--- config.mk ---
export PLATFORM = sky130hd
export DESIGN_NAME = wb_cmd_master
export DESIGN_NICKNAME = d
export VERILOG_FILES = /design/src/rtl/wb_master_pkg.sv /design/src/rtl/wb_timeout_ctr.sv /design/src/rtl/wb_cmd_master.sv
export SDC_FILE = /design/constraint.sdc
export NUM_CORES = 1
export LEC_CHECK = 0
export ABC_AREA = 1
export CAP_MARGIN = 0
export CELL_PAD_IN_SITES_DETAIL_PLACEMENT = 0
export CELL_PAD_IN_SITES_GLOBAL_PLACEMENT = 1
export CORE_MARGIN = 4
export CORE_UTILIZATION = 25
export DETAILED_ROUTE_END_ITERATION = 8
export PLACE_DENSITY_LB_ADDON = 0.1
export SYNTH_ARGS = -nofsm -noshare
export SYNTH_HDL_FRONTEND = slang
export SYNTH_SLANG_ARGS = --single-unit
--- constraint.sdc ---
create_clock -name wb_clk_i -period 1.8 [get_ports wb_clk_i]
set_input_delay 0.27 -clock wb_clk_i [delete_from_list [all_inputs] [get_ports wb_clk_i]]
set_output_delay 0.27 -clock wb_clk_i [all_outputs]
set_load 0.005 [all_outputs]
--- src/rtl/wb_master_pkg.sv ---
// Shared definitions for the Wishbone command master: FSM encoding, timeout default, abort data.
// The optional timeout feature is enabled with WB_CMD_MASTER_TIMEOUT_EN.
package wb_master_pkg;

    typedef enum logic [1:0] {
        ST_IDLE = 2'd0,
        ST_BUS  = 2'd1,
        ST_RESP = 2'd2
    } wb_state_t;

    localparam int          TIMEOUT_CYCLES_DEFAULT = 255;
    localparam logic [31:0] ABORT_DATA             = 32'hFFFF_FFFF;

endpackage

--- src/rtl/wb_timeout_ctr.sv ---
// Counts BUS cycles without ack; expired flags the LIMIT-th such cycle so the FSM aborts at its end.
// Only instantiated when WB_CMD_MASTER_TIMEOUT_EN is defined.
module wb_timeout_ctr #(
    parameter int LIMIT = 255
) (
    input  logic clk,
    input  logic rst_n,
    input  logic clr,
    input  logic en,
    output logic expired
);

    localparam logic [15:0] LAST = 16'(LIMIT - 1);

    logic [15:0] cnt;

    always_ff @(posedge clk) begin
        if (!rst_n || clr) begin
            cnt <= '0;
        end else if (en) begin
            cnt <= cnt + 16'd1;
        end
    end

    // cnt holds the number of ack-less cycles already elapsed, so this one is number cnt+1.
    assign expired = en && (cnt == LAST);

endmodule

--- src/rtl/wb_cmd_master.sv ---
// Command-to-Wishbone classic single-cycle initiator with registered outputs.
// Define WB_CMD_MASTER_TIMEOUT_EN to add the ack timeout and abort path.
module wb_cmd_master
    import wb_master_pkg::*;
#(
    parameter int TIMEOUT_CYCLES = TIMEOUT_CYCLES_DEFAULT
) (
    input  logic        wb_clk_i,
    input  logic        wb_rst_n_i,
    input  logic        cmd_valid_i,
    output logic        cmd_ready_o,
    input  logic        cmd_we_i,
    input  logic [3:0]  cmd_sel_i,
    input  logic [31:0] cmd_adr_i,
    input  logic [31:0] cmd_dat_i,
    output logic        rsp_valid_o,
    input  logic        rsp_ready_i,
    output logic [31:0] rsp_dat_o,
    output logic        rsp_err_o,
    output logic        wbm_cyc_o,
    output logic        wbm_stb_o,
    output logic        wbm_we_o,
    output logic [3:0]  wbm_sel_o,
    output logic [31:0] wbm_adr_o,
    output logic [31:0] wbm_dat_o,
    input  logic        wbm_ack_i,
    input  logic [31:0] wbm_dat_i,
    output logic        busy_o,
    output logic [1:0]  dbg_state_o
);

    // Handshakes: a transfer happens on a rising edge where valid and ready are both 1;
    // the producer holds valid and its payload stable until that edge.
    wb_state_t state;
    logic      accept;

    assign accept      = cmd_valid_i && cmd_ready_o;
    assign busy_o      = (state != ST_IDLE);
    assign dbg_state_o = state;

`ifdef WB_CMD_MASTER_TIMEOUT_EN
    logic expired;

    wb_timeout_ctr #(
        .LIMIT(TIMEOUT_CYCLES)
    ) u_timeout (
        .clk    (wb_clk_i),
        .rst_n  (wb_rst_n_i),
        .clr    (accept),
        .en     ((state == ST_BUS) && !wbm_ack_i),
        .expired(expired)
    );

    always_ff @(posedge wb_clk_i) begin
        if (!wb_rst_n_i) begin
            rsp_err_o <= 1'b0;
        end else if ((state == ST_BUS) && !wbm_ack_i && expired) begin
            rsp_err_o <= 1'b1;
        end else if ((state == ST_RESP) && rsp_ready_i) begin
            rsp_err_o <= 1'b0;
        end
    end
`else
    logic unused_timeout;
    assign unused_timeout = ^TIMEOUT_CYCLES;
    assign rsp_err_o      = 1'b0;
`endif

    always_ff @(posedge wb_clk_i) begin
        if (!wb_rst_n_i) begin
            state       <= ST_IDLE;
            cmd_ready_o <= 1'b0;
            wbm_cyc_o   <= 1'b0;
            wbm_stb_o   <= 1'b0;
            wbm_we_o    <= 1'b0;
            wbm_sel_o   <= '0;
            wbm_adr_o   <= '0;
            wbm_dat_o   <= '0;
            rsp_valid_o <= 1'b0;
            rsp_dat_o   <= '0;
        end else begin
            case (state)
                ST_IDLE: begin
                    // Ready rises one cycle after entering IDLE, giving the 4-cycle command period.
                    cmd_ready_o <= 1'b1;
                    if (accept) begin
                        state       <= ST_BUS;
                        cmd_ready_o <= 1'b0;
                        wbm_cyc_o   <= 1'b1;
                        wbm_stb_o   <= 1'b1;
                        wbm_we_o    <= cmd_we_i;
                        wbm_sel_o   <= cmd_sel_i;
                        wbm_adr_o   <= cmd_adr_i;
                        wbm_dat_o   <= cmd_dat_i;
                    end
                end
                ST_BUS: begin
                    if (wbm_ack_i) begin
                        state       <= ST_RESP;
                        wbm_cyc_o   <= 1'b0;
                        wbm_stb_o   <= 1'b0;
                        wbm_we_o    <= 1'b0;
                        wbm_sel_o   <= '0;
                        wbm_adr_o   <= '0;
                        wbm_dat_o   <= '0;
                        rsp_valid_o <= 1'b1;
                        rsp_dat_o   <= wbm_we_o ? 32'h0 : wbm_dat_i;
`ifdef WB_CMD_MASTER_TIMEOUT_EN
                    end else if (expired) begin
                        state       <= ST_RESP;
                        wbm_cyc_o   <= 1'b0;
                        wbm_stb_o   <= 1'b0;
                        wbm_we_o    <= 1'b0;
                        wbm_sel_o   <= '0;
                        wbm_adr_o   <= '0;
                        wbm_dat_o   <= '0;
                        rsp_valid_o <= 1'b1;
                        rsp_dat_o   <= ABORT_DATA;
`endif
                    end
                end
                ST_RESP: begin
                    if (rsp_ready_i) begin
                        state       <= ST_IDLE;
                        rsp_valid_o <= 1'b0;
                        rsp_dat_o   <= '0;
                    end
                end
                default: begin
                    state <= ST_IDLE;
                end
            endcase
        end
    end

endmodule

==> results.yml, run 1 <==
setup_path:
  startpoint_type: "flip-flop"
  required_ns: 1.53
  crit_fanout: 5
  regToRegSetupSlack_ns: 0.56
  critPathKind: "flip-flop to primary output"
  r2r-start: "wbm_we_o"
  cp-end-kind: "primary output"
  r2r_end: "rsp_dat_o[4]"
  ff2ff_path_depth: 5
  crit_arrival_ns: 1.44
clocking:
  cts_sinks: 106
  cts_buffers: 9
  post-cts-setup-buffer-count: 0
  cts_hold_buf: 0
  path_clk_slew_ns: 0.07
  cts-root-buf: "clkbuf_16"
  clk_latency_ns: 0.34
  htree_levels: 3
  cts_buffer_depth: 2
  cts_tree: "built"
synthesis:
  syn_area_mm2: 0.00426
  synth_edf_count: 0
  synth_cells: 546
  async_flop_share_pct: 0
  ys_types: 22
  syn_nets: 652
  synthFlopType: "dfxtp_1"
  synth.top_cell.area_share_pct: 49.8
  ys_seq_elements: 106
  yosys-top-cells-count: "120 x nand2_1, 106 x dfxtp_1, 102 x nand3_1, 88 x a21oi_1, 43 x nor2_1"
  yosysMostFrequentCell: "nand2_1"
  yosysTopAreaCell: "dfxtp_1"
  avgSynthCellArea_um2: 7.80
  synthTopCellsByArea: "dfxtp_1 50%, nand3_1 12%, nand2_1 11%, a21oi_1 10%, nor2_1 3.8%"
  yosysSeqAreaShare_pct: 49.8
  yosys_warnings: 0
finish:
  area_delta_synth_final_pct: 59.8
  diodes: 0
  fin_nets: 843
  n_fill_cell: 1675
  finalInstanceArea_mm2: 0.00680
  drive_gt1_share_pct: 5.26
grt:
  grt-ovfl-total: 0
  gr-usage-met1_pct: 18.5
  grt_pass1_wl_mm: 23.1
  grtUsageMet2_pct: 23.6
  busiest_layer: "met2"
  grt_max_degree: 52
  grt.met3_usage_pct: 5.32
  grt_antenna_before_repair: 0
  track_usage_pct: 14.8
  grt_pass1_vias: 4233
drt:
  drc: 0
  ant_nets: 0
  dr.pass1.iters: 4
  routed_via_density: 4.46
  num_vias: 4285
  drt_wl_total_mm: 14.5
  drt_iter0_markers: 166
  wl_per_cell_um: 15.1
sta:
  period_minus_slack_ns: 1.71
  tns_ns: 0
  finClkSkew_ns: 0.0113
  max_freq_mhz: 585
  fin_ws_ns: 0.0919
  holdWs_ns: 0.463
  maxSlewHeadroom_pct: 66.0
  slew_violations: 0
  rsz0062_at_grt: "false"
  worstMarginPinSlew_ns: 0.510
  period_share_pct: 94.9
  finalHoldViolCount: 0
  finalSetupViolCount: 0
placed_design:
  pre_cts_ws_ns: 0.229
  dp_hpwl_mm: 10.0
  placed_area_mm2: 0.00653
  gp_congestion: 0.746
  numPortBuffers: 213
floorplanning:
  die_area_mm2: 0.0192
  initial_core_util_pct: 25.6
  core_mm2: 0.0166
  die_w_um: 139
  rows: 47
  dieHeight_um: 139
  pin_count: 215
power_and_ir_drop:
  p_leak_uw: 0.00250
  power_density_mw_per_mm2: 786
  fin_total_pwr_uw: 5350
  ir_worst_vdd_mv: 0.397
flow_run:
  maxCapViolations: 0
worst_hold_path:
  hp-start: "rsp_valid_o"
  min_path_type: "flip-flop to flip-flop"
  hold_path_end: "rsp_valid_o"
  min_path_cells: 2
status:
  outcome: "finished clean"
## cells in the final DEF, fill, tap and decap left out, drive strengths merged
cell	count
a21oi	88
buf	13
clkbuf	13
clkdlybuf4s50	213
clkinv	1
clkinvlp	1
conb	1
dfxtp	106
inv	23
nand2	124
nand3	104
nand3b	8
nor2	44
nor3	1
o21a	1
## registers in the layout, indices dropped and copies added, names as in the netlist, 2 cells and up
name and count:
dbg_state_o 2, wbm_dat_o 32, wbm_adr_o 32, rsp_dat_o 32
wbm_sel_o 4
## worst max-delay path by stage
stage | startpoint | to | cells after the start
floorplan | dbg_state_o[0] | rsp_dat_o[11] | 6
global placement | wbm_ack_i | rsp_dat_o[29] | 5
detailed placement | cmd_valid_i | wbm_dat_o[27] | 6
CTS | dbg_state_o[0] | busy_o | 3
global route | dbg_state_o[0] | busy_o | 3
finish | dbg_state_o[0] | busy_o | 3
## logic make-up after synthesis
group	synth area share [%]
AO/OA/AOI/OAI	10.5
buffers and inverters	10.2
AND/OR/NAND/NOR	29.4
flip-flops	49.8
other	0.0880
## critical path, stage by stage, from the launching register on
cell and delay [ns]:
dfxtp_2 0.39, inv_2 0.07, nand2_2 0.11, clkdlybuf4s50_1 0.54
## area by class of cell
cell class | count | area, um^2 | share of cell area (%)
sequential | 106 | 2120 | 31.2
tap | 220 | 275 | 4.05
clock buffer | 13 | 260 | 3.82
inverter | 23 | 86.3 | 1.27
multi-input combinational | 371 | 1700 | 25.0
clock inverter | 2 | 12.5 | 0.184
timing repair buffer | 226 | 2340 | 34.4
## through the flow
step	cells	util [%]
after global routing	961	40.9
after detailed placement	946	39.2
after CTS	961	40.9
after floorplan	546	-
final	961	40.9
after global placement	946	39.2
## repair_timing
action | in CTS | in global routing
hold endpoints to repair | 0 | 0
endpoints found under the setup margin | 1 | 0
gates resized for setup | 2 | 0
## report_power, final
part	switching, uW	total (uW)	internal [uW]
combinational	392	951	559
sequential	65.6	2530	2460
clock	861	1870	1010
total	1320	5350	4030
## layer usage
layer	up-vias	wire length, um
li1	2166	-
met1	1972	6440
met2	131	6680
met3	16	1140
met4	0	251
met5	-	0
No activity file was read; power rests on OpenSTA's default activity.
==> run 2: changes to the inputs <==
SYNTH_HIERARCHICAL = 1   (was not set)
==> results of run 2 <==
No change in the layout: final DEF, timing and power equal those of run 1.
Main changes from that run: Yosys warning count 0 -> 6
==> run 3: changes to the inputs <==
CAP_MARGIN = not set   (was 0)
RECOVER_POWER = 100   (was not set)
==> results.yml, run 3 <==
status:
  outcome: "finished clean"
setup_path:
  crit_fanout: 5
  required_ns: 1.53
  cp-end-kind: "primary output"
  critPathKind: "flip-flop to primary output"
  startpoint_type: "flip-flop"
  crit_arrival_ns: 1.43
drt:
  ant_nets: 0
  wl_per_cell_um: 15.2
  wl_met2_mm: 6.71
  num_vias: 4286
  drt_wl_total_mm: 14.6
  drc: 0
  dr.pass1.iters: 4
  wl_met3_mm: 1.10
  wl_met1_mm: 6.50
  drt_iter0_markers: 167
  routed_via_density: 4.46
  highest_layer: "met4"
grt:
  grt_antenna_before_repair: 0
  grt_max_degree: 52
  grt_pass1_vias: 4233
  grt-ovfl-total: 0
  grt_pass1_wl_mm: 23.1
  track_usage_pct: 14.8
placed_design:
  pre_cts_ws_ns: 0.229
  dp_hpwl_mm: 10.0
  place_inst: 946
  placed_area_mm2: 0.00653
  numPortBuffers: 213
  gp_congestion: 0.746
sta:
  period_minus_slack_ns: 1.70
  max_freq_mhz: 589
  fin_ws_ns: 0.101
  rsz0062_at_grt: "false"
  finalHoldViolCount: 0
  slew_violations: 0
  tns_ns: 0
  worstMarginPinSlew_ns: 0.670
  maxSlewHeadroom_pct: 55.4
  finalSetupViolCount: 0
  finClkSkew_ns: 0.0100
  period_share_pct: 94.4
clocking:
  cts-root-buf: "clkbuf_16"
  cts_sinks: 106
  path_clk_slew_ns: 0.07
  cts_buffers: 9
  cts_buffer_depth: 2
  clk_latency_ns: 0.34
  cts_tree: "built"
  htree_levels: 3
synthesis:
  synth_edf_count: 0
  yosysSeqAreaShare_pct: 49.8
  avgSynthCellArea_um2: 7.80
  ys_types: 22
  ys_seq_elements: 106
  synth_compound_area_share_pct: 10.5
  synth.top_cell.area_share_pct: 49.8
  synth_top_family_by_area: "simple AND/OR/NAND/NOR gates"
  yosys-top-cells-count: "120 x nand2_1, 106 x dfxtp_1, 102 x nand3_1, 88 x a21oi_1, 43 x nor2_1"
  synth_xor_area_share_pct: 0
  synth_cells: 546
  synthTopCellsByArea: "dfxtp_1 50%, nand3_1 12%, nand2_1 11%, a21oi_1 10%, nor2_1 3.8%"
  yosys_warnings: 6
  yosysMostFrequentCell: "nand2_1"
  synthMuxAreaShare_pct: 0
  syn_nets: 652
  yosysTopAreaCell: "dfxtp_1"
  synth-simple-area-share_pct: 29.4
  synthFlopType: "dfxtp_1"
  syn_area_mm2: 0.00426
  async_flop_share_pct: 0
  synth_adder_area_share_pct: 0
power_and_ir_drop:
  ir_worst_vdd_mv: 0.396
  power_density_mw_per_mm2: 783
  p_leak_uw: 0.00282
finish:
  finalInstanceArea_mm2: 0.00675
  final_cells: 961
  diodes: 0
  area_delta_synth_final_pct: 58.4
  final_common_cell: "nand2_1"
  drive_gt1_share_pct: 4.59
  top_regs: "rsp_dat_o x32, wbm_adr_o x32, wbm_dat_o x32"
  n_fill_cell: 1680
  final_cell_mix: "122 x nand2_1, 107 x dlygate4sd3_1, 106 x clkdlybuf4s50_1"
  fin_nets: 843
floorplanning:
  rows: 47
  initial_core_util_pct: 25.6
  core_mm2: 0.0166
  pin_count: 215
  die_w_um: 139
  dieHeight_um: 139
  die_area_mm2: 0.0192
flow_run:
  maxCapViolations: 0
worst_hold_path:
  min_path_type: "flip-flop to flip-flop"
-- run 3: kinds of logic (layout without fill, tap and decap cells) --
kind of cell           Yosys count  after routing
buffers and inverters           69            264
other                            1              1
AO/OA/AOI/OAI                   89             89
AND/OR/NAND/NOR                281            281
flip-flops                     106            106
-- run 3: final cells by class --
cell class / instances / area (um^2) / share of cell area, %
flip-flops and latches: 106 / 2120 / 31.5
clock inverters: 2 / 12.5 / 0.185
well taps: 220 / 275 / 4.08
repair buffers: 226 / 2300 / 34.1
clock buffers: 13 / 260 / 3.86
multi-input cells: 371 / 1690 / 25.0
inverters: 23 / 86.3 / 1.28
-- run 3: where the power goes --
part / internal [uW] / leakage [uW] / switching (uW)
registers: 2460 / 0.000863 / 59.2
clock network: 1010 / 0.000132 / 861
logic: 504 / 0.00182 / 389
total: 3970 / 0.00282 / 1310
-- run 3: critical path, stage by stage, from the launching register on --
cell,delay (ns)
dfxtp_2,0.36
inv_1,0.09
nand2_2,0.11
clkdlybuf4s50_1,0.54
-- run 3: worst paths after layout --
| path | startpoint | to | slack (ns) | depth (start not counted) |
|---|---|---|---|---|
| max | dbg_state_o[0] | busy_o | 0.10 | 3 |
| min | rsp_valid_o | rsp_valid_o | 0.46 | 2 |
| max reg2reg | dbg_state_o[0] | wbm_dat_o[11] | 0.22 | 6 |
| min reg2reg | rsp_valid_o | rsp_valid_o | 0.46 | 2 |
-- run 3: metrics by stage --
stage	power [uW]	util (%)	hold slack (ns)
6_report	5280	40.5	0.460
5_1_grt	5570	40.5	0.476
4_1_cts	5450	40.9	0.463
3_5_place_dp	3550	39.2	0.459
3_3_place_gp	3540	39.2	0.454
2_1_floorplan	2970	-	0.418
-- run 3: per-layer routing --
metal	GRT usage (%)	vias to the layer above
met3	5.32	16
met4	4.99	0
met5	0	-
met2	23.6	126
li1	-	2163
met1	18.5	1981
-- run 3: repair_timing --
item / in CTS / in global routing
setup buffers: 0 / 0
setup endpoints to repair: 1 / 0
hold endpoints to repair: 0 / 0
gates resized for setup: 2 / 0
hold buffers: 0 / 0
